## src/rtl/frame_seq_pkg.sv

```systemverilog
// Shared types and default lengths for the RF frame sequencer.
// The watchdog width and default limit apply only when FRAME_SEQ_TIMEOUT_EN is defined.
package frame_seq_pkg;

  typedef enum logic [2:0] {
    IDLE  = 3'd0,
    HUNT  = 3'd1,
    GAP   = 3'd2,
    SYNC  = 3'd3,
    LOAD  = 3'd4,
    HOLD  = 3'd5,
    REARM = 3'd6
  } fseq_state_t;

  localparam int FSEQ_CNT_W   = 6;
  localparam int FSEQ_MAX_LEN = 63;
  localparam int FSEQ_WD_W    = 14;

  localparam int PRE_LEN_DEF  = 8;
  localparam int GAP_LEN_DEF  = 27;
  localparam int SYNC_LEN_DEF = 8;
  localparam int PAY_LEN_DEF  = 32;
  localparam int TO_CYC_DEF   = 15000;

endpackage

```

## src/rtl/fseq_watchdog.sv

```systemverilog
// Inter-strobe watchdog for the frame sequencer; instantiated only when
// FRAME_SEQ_TIMEOUT_EN is defined.
module fseq_watchdog
  import frame_seq_pkg::*;
#(
  parameter int TO_CYC = TO_CYC_DEF
) (
  input  logic clk,
  input  logic rst_n,
  input  logic en,
  input  logic clr,
  output logic timeout
);

  localparam logic [FSEQ_WD_W-1:0] TO_LAST = FSEQ_WD_W'(TO_CYC - 1);
  localparam logic [FSEQ_WD_W-1:0] WD_ZERO = 14'd0;
  localparam logic [FSEQ_WD_W-1:0] WD_ONE  = 14'd1;

  logic [FSEQ_WD_W-1:0] cnt_r;

  // Clock counter since the last strobe while a frame is in flight
  always_ff @(posedge clk or negedge rst_n) begin
    if (!rst_n) begin
      cnt_r <= WD_ZERO;
    end else if (!en || clr) begin
      cnt_r <= WD_ZERO;
    end else if (cnt_r != TO_LAST) begin
      cnt_r <= cnt_r + WD_ONE;
    end else begin
      cnt_r <= cnt_r;
    end
  end

  // Reaching TO_LAST means the next edge is TO_CYC clocks after the strobe
  assign timeout = en && (cnt_r == TO_LAST);

endmodule

```

## src/rtl/frame_seq_ctrl.sv

```systemverilog
// Frame sequencer: preamble hunt, gap skip, sync check, payload shift, hold/handoff.
// Optional inter-strobe watchdog enabled by defining FRAME_SEQ_TIMEOUT_EN.
module frame_seq_ctrl
  import frame_seq_pkg::*;
#(
  parameter int PRE_LEN  = PRE_LEN_DEF,
  parameter int GAP_LEN  = GAP_LEN_DEF,
  parameter int SYNC_LEN = SYNC_LEN_DEF,
  parameter int PAY_LEN  = PAY_LEN_DEF,
  parameter int TO_CYC   = TO_CYC_DEF
) (
  input  logic                  clk,
  input  logic                  rst,
  input  logic                  bit_stb,
  input  logic                  bit_val,
  input  logic                  RX,
  input  logic                  tx_rdy,
  output logic                  sh_en,
  output logic                  sh_din,
  output logic                  frame_rdy,
  output logic                  tx_start,
  output logic                  fsm_rst,
  output logic [FSEQ_CNT_W-1:0] bit_cnt
);

  if (PRE_LEN < 1 || PRE_LEN > FSEQ_MAX_LEN || GAP_LEN < 1 || GAP_LEN > FSEQ_MAX_LEN ||
      SYNC_LEN < 1 || SYNC_LEN > FSEQ_MAX_LEN || PAY_LEN < 1 || PAY_LEN > FSEQ_MAX_LEN ||
      TO_CYC < 2 || TO_CYC > (1 << FSEQ_WD_W)) begin : g_len_chk
    $error("frame_seq_ctrl: length parameters out of range");
  end

  localparam logic [FSEQ_CNT_W-1:0] CNT_ZERO  = 6'd0;
  localparam logic [FSEQ_CNT_W-1:0] CNT_ONE   = 6'd1;
  localparam logic [FSEQ_CNT_W-1:0] PRE_LAST  = FSEQ_CNT_W'(PRE_LEN - 1);
  localparam logic [FSEQ_CNT_W-1:0] GAP_LAST  = FSEQ_CNT_W'(GAP_LEN - 1);
  localparam logic [FSEQ_CNT_W-1:0] SYNC_LAST = FSEQ_CNT_W'(SYNC_LEN - 1);
  localparam logic [FSEQ_CNT_W-1:0] PAY_LAST  = FSEQ_CNT_W'(PAY_LEN - 1);

  fseq_state_t           state_r, state_s;
  logic [FSEQ_CNT_W-1:0] cnt_r, cnt_s;
  logic                  sh_en_r, sh_en_s;
  logic                  sh_din_r, sh_din_s;
  logic                  frame_rdy_r, frame_rdy_s;
  logic                  tx_start_r, tx_start_s;
  logic                  fsm_rst_r, fsm_rst_s;
  logic                  wd_timeout_s;

`ifdef FRAME_SEQ_TIMEOUT_EN
  logic wd_en_s;
  assign wd_en_s = (state_r == GAP) || (state_r == SYNC) || (state_r == LOAD);

  fseq_watchdog #(.TO_CYC(TO_CYC)) u_watchdog (
    .clk     (clk),
    .rst_n   (rst),
    .en      (wd_en_s),
    .clr     (bit_stb),
    .timeout (wd_timeout_s)
  );
`else
  assign wd_timeout_s = 1'b0;
`endif

  // Next-state, counter and output decode; RX abort beats watchdog beats strobe
  always_comb begin
    state_s    = state_r;
    cnt_s      = cnt_r;
    sh_en_s    = 1'b0;
    sh_din_s   = 1'b0;
    tx_start_s = 1'b0;
    fsm_rst_s  = 1'b0;
    case (state_r)
      IDLE: begin
        cnt_s = CNT_ZERO;
        if (RX) begin
          state_s = HUNT;
        end else begin
          state_s = IDLE;
        end
      end
      HUNT, GAP, SYNC, LOAD: begin
        if (!RX) begin
          state_s   = IDLE;
          cnt_s     = CNT_ZERO;
          fsm_rst_s = 1'b1;
        end else if (wd_timeout_s) begin
          state_s   = HUNT;
          cnt_s     = CNT_ZERO;
          fsm_rst_s = 1'b1;
        end else if (bit_stb) begin
          case (state_r)
            HUNT: begin
              if (!bit_val) begin
                cnt_s = CNT_ZERO;
              end else if (cnt_r == PRE_LAST) begin
                state_s = GAP;
                cnt_s   = CNT_ZERO;
              end else begin
                cnt_s = cnt_r + CNT_ONE;
              end
            end
            GAP: begin
              if (cnt_r == GAP_LAST) begin
                state_s = SYNC;
                cnt_s   = CNT_ZERO;
              end else begin
                cnt_s = cnt_r + CNT_ONE;
              end
            end
            SYNC: begin
              if (!bit_val) begin
                state_s = HUNT;
                cnt_s   = CNT_ZERO;
              end else if (cnt_r == SYNC_LAST) begin
                state_s = LOAD;
                cnt_s   = CNT_ZERO;
              end else begin
                cnt_s = cnt_r + CNT_ONE;
              end
            end
            LOAD: begin
              sh_en_s  = 1'b1;
              sh_din_s = bit_val;
              if (cnt_r == PAY_LAST) begin
                state_s = HOLD;
                cnt_s   = CNT_ZERO;
              end else begin
                cnt_s = cnt_r + CNT_ONE;
              end
            end
            default: begin
              state_s = IDLE;
              cnt_s   = CNT_ZERO;
            end
          endcase
        end else begin
          state_s = state_r;
        end
      end
      HOLD: begin
        if (!RX && tx_rdy) begin
          state_s    = REARM;
          tx_start_s = 1'b1;
        end else begin
          state_s = HOLD;
        end
      end
      REARM: begin
        state_s   = IDLE;
        fsm_rst_s = 1'b1;
      end
      default: begin
        state_s = IDLE;
        cnt_s   = CNT_ZERO;
      end
    endcase
    // frame_rdy stays up through the handoff and drops with the re-arm pulse
    frame_rdy_s = (state_s == HOLD) || (state_s == REARM);
  end

  // State, counter and registered outputs
  always_ff @(posedge clk or negedge rst) begin
    if (!rst) begin
      state_r     <= IDLE;
      cnt_r       <= CNT_ZERO;
      sh_en_r     <= 1'b0;
      sh_din_r    <= 1'b0;
      frame_rdy_r <= 1'b0;
      tx_start_r  <= 1'b0;
      fsm_rst_r   <= 1'b0;
    end else begin
      state_r     <= state_s;
      cnt_r       <= cnt_s;
      sh_en_r     <= sh_en_s;
      sh_din_r    <= sh_din_s;
      frame_rdy_r <= frame_rdy_s;
      tx_start_r  <= tx_start_s;
      fsm_rst_r   <= fsm_rst_s;
    end
  end

  assign sh_en     = sh_en_r;
  assign sh_din    = sh_din_r;
  assign frame_rdy = frame_rdy_r;
  assign tx_start  = tx_start_r;
  assign fsm_rst   = fsm_rst_r;
  assign bit_cnt   = cnt_r;

endmodule
```

## config.mk

```make
export PLATFORM = sky130hd
export DESIGN_NAME = frame_seq_ctrl
export DESIGN_NICKNAME = d
export VERILOG_FILES = /design/src/rtl/frame_seq_pkg.sv /design/src/rtl/fseq_watchdog.sv /design/src/rtl/frame_seq_ctrl.sv
export SDC_FILE = /design/constraint.sdc
export NUM_CORES = 1
export LEC_CHECK = 0
export ABC_AREA = 1
export CAP_MARGIN = 20
export CORE_MARGIN = 3
export CORE_UTILIZATION = 54
export DETAILED_ROUTE_END_ITERATION = 10
export PLACE_DENSITY = 0.82
export SLEW_MARGIN = 20
export SYNTH_ARGS = -nofsm -noshare
export SYNTH_HDL_FRONTEND = slang
export SYNTH_SLANG_ARGS = --single-unit
```

## constraint.sdc

```tcl
create_clock -name clk -period 2 [get_ports clk]
set_input_delay 0.4 -clock clk [delete_from_list [all_inputs] [get_ports clk]]
set_output_delay 0.4 -clock clk [all_outputs]
set_load 0.01 [all_outputs]
```

==> metrics.txt <==
result of the run completed; via total after detailed routing just under 900; number of nets in the layout roughly 150; placed wire-length estimate after detailed placement ~1.6 mm; clock tree from TritonCTS done; layout overhead on the synthesized area 22.2%; Avg Inst Size Synth approximately 7.3 um2; number of remaining DRC errors 0; leakage 0.556 nW; sequential group share of total power roughly half; global-route congestion overflow total 0; synthesized netlist cell count about 130; number of library cell types mapped by synthesis 29; post-synthesis sequential element count 14; leading area contributor after synthesis dfrtp_1; kind of launch point of the worst setup path flop; top post-synthesis cells by count nand2_1 (28), nor2_1 (16), nand3_1 (15); minimum clock period after layout 1.73 ns; initial antenna violation count 0; largest delay contributor family on the critical path buffers and inverters; # Max-Cap Violations 0; clock root cell clkbuf_4; Area contributors post-synth dfrtp_1 (38%), nand2_1 (11%), nand3_1 (8.1%); arrival time of the worst setup path 1.33 ns; pwr dens around 500 nW/um2; starting density of the core about three fifths; Total Routing Usage GR 21.6%; vertical extent of the die about 47 um; Core Util, Final ~72%; Warnings, synthesis 0; Internal Pwr Total about 0.00042 W; pin count of the biggest net entering global routing 15; kind of end point of the critical path output pin; Tightest Hold Check Type in -> async; number of max-slew violations in the final report 0; power share of the combinational group ~11%; Max Buffers Root-to-Sink 2; Critical Path Fanout Max 6; achievable frequency approximately 580 MHz; number of input and output port buffers inserted 16; placed inst area approximately 1100 um2; fraction of final layout cells with drive strength greater than 1 about 14%; quantity of gates resized following cts 0; via count of the first global-routing pass between 800 and 900; Worst VDD drop around 0.44 mV; minimum hold slack 0.492 ns; cell area after technology mapping approximately 920 um2; number of sinks handled by clock tree synthesis 14; routed vias/inst approximately 5.5; unrepaired setup endpoints after global routing no; clk_skew ~0.0054 ns; Req. time, crit path approximately 1.6 ns; clk_lat worst skew 0.28 ns; number of buffers inserted during clock tree synthesis 3; detailed-route wire length ~2.1 mm; setup slack of the critical path after layout 0.267 ns; diode count 0; most used flip-flop cell after synthesis dfrtp_1; NetSw between 0.0001 and 0.00015 W; max incr delay on CP about 0.58 ns; most common cell in the synthesized netlist nand2_1; die area 2240 um2; Clk network pwr share between 30% and 40%; Reg clk slew, reported paths roughly 0.090 ns; CP cell instances clkdlybuf4s50_1; number of H-tree branching levels 1; area occupied by multi-input gates between 400 and 500 um2; proportion of netlist area held by the largest area contributor 37.9%; Setup Buffers After CTS 0; startpoint-to-endpoint class of the critical path reg -> out; share of synthesized registers carrying an async set or reset between 90% and 100%; Post-CTS Hold Fix Bufs 0; setup violation total in the final timing report 0; row count 14; num ports 17; Crit path buffers/inverters 1; final total negative setup slack 0 ns; count of routing violations after the opening detailed-route iteration 29; wire length of the first global-routing pass ~3.4 mm; number of flops mapped to enable cells by yosys 0; fillers 136; WL/cell around 13 um; weighted congestion reported at the end of routability-driven placement approximately 0.92; switching power as a share of total power 25.4%; core area around 1600 um2; transition time at the pin with the least slew margin 0.619 ns; share of the yosys chip area belonging to registers ~38%; Sequential Area around 350 um2; total nets after synthesis 134; post-route cell area 1130 um2; chip width approximately 47 um; slowest cell on the critical path clkdlybuf4s50_1; relative slew slack between 50% and 60%; first-pass iteration count of the detailed router 4; fin crit share between 80% and 90%; final number of hold-violating endpoints 0; post-route ant nets 0; pre-CTS setup slack approximately 0.25 ns
-- cell families after synthesis --
family	after synthesis	synth area share, %
and+or+nand+nor	73	38.6
xor gates and xnor gates	1	0.949
AOI/OAI and AO/OA	15	10.3
adders and majority gates	2	2.71
DFF	14	37.9
buffers and inverters	21	9.48
-- power groups by stage --
stage / clock (W) / combinational (W) / sequential [W]
2_1_floorplan: 0 / 0.0000370 / 0.000297
3_3_place_gp: 0 / 0.0000620 / 0.000298
3_5_place_dp: 0 / 0.0000632 / 0.000298
4_1_cts: 0.000215 / 0.0000636 / 0.000292
5_1_grt: 0.000230 / 0.0000707 / 0.000293
6_report: 0.000210 / 0.0000636 / 0.000292
-- cell usage in the layout (no fill, tap or decap) --
| cell type | instances |
|---|---|
| nand2_2 | 2 |
| clkdlybuf4s50_1 | 16 |
| o21bai_1 | 1 |
| clkinv_2 | 1 |
| or2_1 | 1 |
| inv_1 | 14 |
| a21oi_2 | 1 |
| o21ai_1 | 1 |
| nand2_4 | 1 |
| nand2_1 | 28 |
| nand3b_1 | 2 |
| nand4_2 | 1 |
| and2_1 | 1 |
| xor2_1 | 1 |
| nor3_1 | 1 |
| a21boi_1 | 1 |
| a21oi_1 | 4 |
| nand3_2 | 3 |
| o21ai_2 | 2 |
| nand3_1 | 15 |
| o21ai_0 | 3 |
| nor2_1 | 16 |
| dfrtp_1 | 14 |
| a31oi_1 | 1 |
| nor2_4 | 1 |
| clkbuf_4 | 3 |
| inv_2 | 5 |
| or2_0 | 1 |
| ha_1 | 2 |
| o211ai_1 | 1 |
| clkbuf_8 | 1 |
-- sequential cells by signal, summed over array words and instances, names as in the netlist --
signal and cells:
bit_cnt 6, frame_rdy 1, fsm_rst 1, sh_din 1, sh_en 1, state_r 3
tx_start 1
-- final timing paths --
kind | from | endpoint | slack (ns) | cells past startpoint
setup / recovery | bit_cnt[5] | bit_cnt[5] | 0.27 | 1
hold / removal | rst | sh_en | 0.49 | 1
setup reg to reg | bit_cnt[1] | frame_rdy | 0.48 | 9
hold reg to reg | bit_cnt[1] | bit_cnt[1] | 0.59 | 2
max in group asynchronous | rst | bit_cnt[1] | 1.11 | 1
min in group clk | bit_cnt[1] | bit_cnt[1] | 0.59 | 2
-- per-stage QoR --
step / std cells / total power, W
after CTS: 161 / 0.000571
after global placement: 157 / 0.000360
after global routing: 161 / 0.000594
after detailed placement: 157 / 0.000361
final: 161 / 0.000566
after floorplan: 126 / 0.000334
-- area by class of cell --
| type | count | area share [%] |
|---|---|---|
| Inverter | 20 | 6.76 |
| Multi-Input combinational cell | 91 | 43.0 |
| Tap cell | 16 | 1.77 |
| Sequential cell | 14 | 31.0 |
| Timing Repair Buffer | 16 | 14.2 |
| Clock buffer | 4 | 3.22 |
-- metal layers --
| layer | vias up | GRT usage, % | part of all wire, % |
|---|---|---|---|
| met1 | 408 | 24.5 | 42 |
| met3 | 6 | 4.21 | 5.1 |
| met2 | 36 | 38.2 | 51 |
| met4 | 0 | 9.94 | 2.3 |
| li1 | 440 | - | - |
| met5 | - | 0 | 0 |
No activity file was read; power rests on OpenSTA's default activity.
